[config.mk]
export PLATFORM = sky130hd
export DESIGN_NAME = crt_pix_serializer
export DESIGN_NICKNAME = d
export VERILOG_FILES = /design/src/rtl/crt_pix_serializer.sv
export SDC_FILE = /design/constraint.sdc
export NUM_CORES = 1
export LEC_CHECK = 0
export CAP_MARGIN = 20
export CORE_MARGIN = 1.5
export CORE_UTILIZATION = 40
export DETAILED_ROUTE_END_ITERATION = 12
export GPL_TIMING_DRIVEN = 0
export SYNTH_ARGS = -nofsm -noshare
export SYNTH_HDL_FRONTEND = slang
export SYNTH_SLANG_ARGS = --single-unit
[constraint.sdc]
create_clock -name clk -period 1.8 [get_ports clk]
set_input_delay 0.27 -clock clk [delete_from_list [all_inputs] [get_ports clk]]
set_output_delay 0.27 -clock clk [all_outputs]
set_load 0.01 [all_outputs]
[src/rtl/crt_pix_serializer.sv]
// Grayscale CRT pixel serializer: buffers packed video words in a small FIFO and
// unloads PIX_W-bit pixels LSB first on each pixel-clock enable, with blanking and line flush.
module crt_pix_serializer #(
  parameter int unsigned DATA_W     = 8,
  parameter int unsigned PIX_W      = 4,
  parameter int unsigned FIFO_DEPTH = 4,
  localparam int unsigned LW        = $clog2(FIFO_DEPTH + 1)
) (
  input  logic              clk,
  input  logic              reset,
  input  logic              pxclk,
  input  logic [DATA_W-1:0] video_data_in,
  input  logic              video_data_valid,
  output logic              video_data_ready,
  input  logic              black,
  input  logic              flush,
  input  logic              underflow_clr,
  output logic [PIX_W-1:0]  pixel_data_out,
  output logic [LW-1:0]     fifo_level,
  output logic              underflow
);

  localparam int unsigned PPW = DATA_W / PIX_W;
  localparam int unsigned AW  = $clog2(FIFO_DEPTH);
  localparam int unsigned CW  = (PPW > 1) ? $clog2(PPW) : 1;

  logic [DATA_W-1:0] mem [FIFO_DEPTH];
  logic [AW-1:0]     wr_ptr;
  logic [AW-1:0]     rd_ptr;
  logic [DATA_W-1:0] shift_q;
  logic [CW-1:0]     cnt_q;

  logic          step_c;
  logic          push_c;
  logic          pop_c;
  logic          starve_c;
  logic [LW-1:0] level_nxt_c;
  logic [DATA_W-1:0] head_c;

  // A pixel step that is neither flushed nor blanked either shifts, pops or starves.
  always_comb begin
    step_c      = pxclk && !flush && !black;
    push_c      = video_data_valid && video_data_ready && !flush;
    pop_c       = step_c && (cnt_q == '0) && (fifo_level != '0);
    starve_c    = step_c && (cnt_q == '0) && (fifo_level == '0);
    head_c      = mem[rd_ptr];
    level_nxt_c = fifo_level;
    if (flush) begin
      level_nxt_c = '0;
    end else if (push_c && !pop_c) begin
      level_nxt_c = fifo_level + 1'b1;
    end else if (pop_c && !push_c) begin
      level_nxt_c = fifo_level - 1'b1;
    end
  end

  // Word storage; contents are don't-care until written, so no reset needed.
  always_ff @(posedge clk) begin
    if (push_c && !reset) begin
      mem[wr_ptr] <= video_data_in;
    end
  end

  always_ff @(posedge clk) begin
    if (reset) begin
      wr_ptr           <= '0;
      rd_ptr           <= '0;
      shift_q          <= '0;
      cnt_q            <= '0;
      pixel_data_out   <= '0;
      fifo_level       <= '0;
      video_data_ready <= 1'b1;
      underflow        <= 1'b0;
    end else begin
      fifo_level       <= level_nxt_c;
      video_data_ready <= (level_nxt_c != LW'(FIFO_DEPTH));

      if (flush) begin
        wr_ptr         <= '0;
        rd_ptr         <= '0;
        shift_q        <= '0;
        cnt_q          <= '0;
        pixel_data_out <= '0;
      end else begin
        if (push_c) begin
          wr_ptr <= wr_ptr + 1'b1;
        end
        if (pxclk) begin
          if (black) begin
            pixel_data_out <= '0;
            cnt_q          <= '0;
          end else if (cnt_q != '0) begin
            pixel_data_out <= shift_q[PIX_W-1:0];
            shift_q        <= shift_q >> PIX_W;
            cnt_q          <= cnt_q - 1'b1;
          end else if (pop_c) begin
            rd_ptr         <= rd_ptr + 1'b1;
            pixel_data_out <= head_c[PIX_W-1:0];
            shift_q        <= head_c >> PIX_W;
            cnt_q          <= CW'(PPW - 1);
          end else begin
            pixel_data_out <= '0;
          end
        end
      end

      // Setting on starvation takes precedence over a same-cycle clear.
      if (starve_c) begin
        underflow <= 1'b1;
      end else if (underflow_clr) begin
        underflow <= 1'b0;
      end
    end
  end

endmodule

==> flow_metrics.py <==
metrics = {
    "synth": {
        "yosysMostFrequentCell": "edfxtp_1",
        "ys_ff_latch": 52,
        "async_flop_share_pct": 0,
        "netlist.area_leader.share_pct": 45.0,
        "synth-main-ff-cell": "edfxtp_1",
        "ys_seq_area_share_pct": 63.7,
        "synth.distinct_cells": 35,
        "synth_common_cells": "32 x edfxtp_1, 20 x dfxtp_1, 13 x nor2_1",
        "synth_edf_count": 32,
        "synth_warnings": 0,
        "synthCells": 152,
        "postSynthAreaPerCell_um2": 14.1,
        "syn_area_mm2": 0.00214,
        "synth_top_cell_by_area": "edfxtp_1",
        "synth_area_leaders": "edfxtp_1 45%, dfxtp_1 19%, mux4_2 8.4%, ha_1 4.1%, nor2_1 2.3%",
        "syn_nets": 174,
    },
    "clocking": {
        "clock-root-buffer": "clkbuf_8",
        "cts_max_level": 2,
        "cts_hold_buffers": 0,
        "cts_tree": "yes",
        "clk_pin_slew_ps": 90,
        "clock_latency_ps": 300,
        "cts_buffer_depth": 2,
        "clock_sinks": 52,
        "cts_made_buffers": 5,
    },
    "detailed_routing": {
        "firstDrtPassIters": 4,
        "drc": 0,
        "first_iter_violations": 107,
        "routed_wl_um": 4050,
        "drtAntennaViolNets": 0,
        "vias": 1294,
        "vias_per_cell": 5.07,
        "avgRoutedWirePerCell_um": 15.9,
    },
    "die": {
        "rows": 26,
        "initial_core_util_pct": 41.6,
        "core_area_mm2": 0.00514,
        "die_w_um": 76.1,
        "ios": 24,
        "die_area_mm2": 0.00579,
        "die_h_um": 76.1,
    },
    "timing": {
        "worstMarginPinSlew_ps": 496,
        "fin_crit_sh_pct": 98.3,
        "rsz0062_at_grt": "true",
        "skew_ps": 8.82,
        "setup_viol": 0,
        "hold_violations": 0,
        "final_max_slew_viol_count": 0,
        "max_freq_mhz": 565,
        "slew_headroom_pct": 66.9,
        "min_period_ps": 1770,
    },
    "placement": {
        "portBuffers": 23,
        "routabilityCongestion": 0.771,
        "placed_area_mm2": 0.00245,
        "place_hpwl_um": 2810,
    },
    "power_and_ir_drop": {
        "pwr_density_cell_mw_per_mm2": 837,
        "max-vdd-ir-drop_v": 0.000539,
        "report.power.total_mw": 2.19,
        "leakage_nw": 0.894,
    },
    "layout": {
        "diodes": 0,
        "drive_above_1_share_pct": 17.8,
        "nets": 206,
        "stdcell_area_mm2": 0.00262,
        "area_growth_pct": 22.7,
        "fin_util_pct": 51.0,
    },
    "worst_hold_path": {
        "worstHoldPathType": "input pin to register",
    },
    "global_route": {
        "grt_max_degree": 17,
        "grtUsageTotal_pct": 14.9,
        "grt_pass1_wl_um": 6530,
        "antenna_found_initial": 0,
        "grt_pass1_vias": 1323,
        "overflow": 0,
    },
    "critical_path": {
        "critPathLaunchType": "register",
        "required_ps": 1990,
        "crit_fanout": 5,
        "critPathKind": "register to register",
        "cp_data_arrival_time_ps": 1960,
        "end_kind": "register",
    },
    "status": {
        "status": "completed",
    },
    "run": {
        "cap_violations": 0,
    },
}
==> cell type report <==
cell class / instances / area [µm²]
multi-input combinational: 90 / 763
sequential: 52 / 1370
fill: 474 / 2520
clock inverter: 3 / 42.5
timing repair buffer: 27 / 256
buffer: 3 / 11.3
inverter: 5 / 18.8
clock buffer: 5 / 68.8
tap: 70 / 87.6
==> timing repair <==
action,in CTS,in global routing
gates resized for setup,8,7
setup buffers,2,2
endpoints found under the hold margin,0,0
pin swaps,1,1
setup endpoints to repair,15,6
==> cells by family after synthesis <==
family	after synthesis	share of synthesized area, %
DFF	52	63.7
and+or+nand+nor	48	12.2
muxes	11	9.84
xor gates and xnor gates	5	2.05
adders and majority gates	8	4.57
AOI/OAI and AO/OA	18	5.86
buffers and inverters	10	1.76
==> power by group <==
group / switching (mW) / leakage [nW] / internal [mW]
Clock: 0.371 / 0.0541 / 0.412
Combinational: 0.0675 / 0.387 / 0.0661
Sequential: 0.00782 / 0.453 / 1.27
==> flip-flops by register name, summed over array words and instances, names as in the netlist, named ones only <==
register	cells
mem	32
rd_ptr	2
pixel_data_out	4
wr_ptr	2
video_data_ready	1
fifo_level	3
shift_q	4
cnt_q	1
underflow	1
==> path summary, 6_finish.rpt <==
check | startpoint | end | slack, ps | cells after the start
max | cnt_q$_SDFFE_PP0P_ | fifo_level[1]$_SDFF_PP0_ | 30 | 6
min reg2reg | shift_q[3]$_SDFFE_PP0P_ | shift_q[3]$_SDFFE_PP0P_ | 480 | 2
max reg2reg | cnt_q$_SDFFE_PP0P_ | fifo_level[1]$_SDFF_PP0_ | 30 | 6
min | flush | video_data_ready$_SDFF_PP1_ | 470 | 2
==> critical path, cell delays in order (launching register included) <==
cell and delay (ps):
dfxtp_4 370, or4b_4 530, buf_4 170, buf_4 130
o31ai_2 230, a31oi_1 120, o21a_1 120
==> stage by stage <==
| stage | instances | setup TNS, ps | hold WS (ps) | worst slack, ps |
|---|---|---|---|---|
| after floorplan | 152 | 0 | 342 | 61.8 |
| after global placement | 245 | -11740 | 464 | -621 |
| after detailed placement | 245 | -14940 | 465 | -671 |
| after CTS | 254 | 0 | 479 | 8.46 |
| final | 255 | 0 | 474 | 31.0 |
| after global routing | 255 | -1.52 | 494 | -0.886 |
==> cell usage in the layout, fill, tap and decap left out, types with 3 or more instances in the layout <==
| cell type | instances |
|---|---|
| and3_1 | 4 |
| mux2i_1 | 3 |
| dfxtp_4 | 3 |
| edfxtp_1 | 32 |
| clkbuf_1 | 3 |
| dfxtp_1 | 16 |
| clkdlybuf4s50_1 | 20 |
| clkbuf_8 | 5 |
| ha_1 | 7 |
| a21oi_1 | 7 |
| nor2_1 | 13 |
| a222oi_1 | 4 |
| inv_1 | 5 |
| nand2_1 | 10 |
| dlygate4sd2_1 | 3 |
| buf_4 | 4 |
| xnor2_1 | 4 |
| mux4_2 | 8 |
| nand3_1 | 5 |
==> metal layers <==
metal / share of wire, % / track usage [%] / wire length [µm] / up-vias
li1: - / - / - / 631
met1: 43 / 17.4 / 1750 / 631
met2: 52 / 26.5 / 2110 / 27
met3: 3.7 / 3.83 / 149 / 5
met4: 1.0 / 5.37 / 41 / 0
met5: 0 / 0 / 0 / -
No activity file was read; power rests on OpenSTA's default activity.
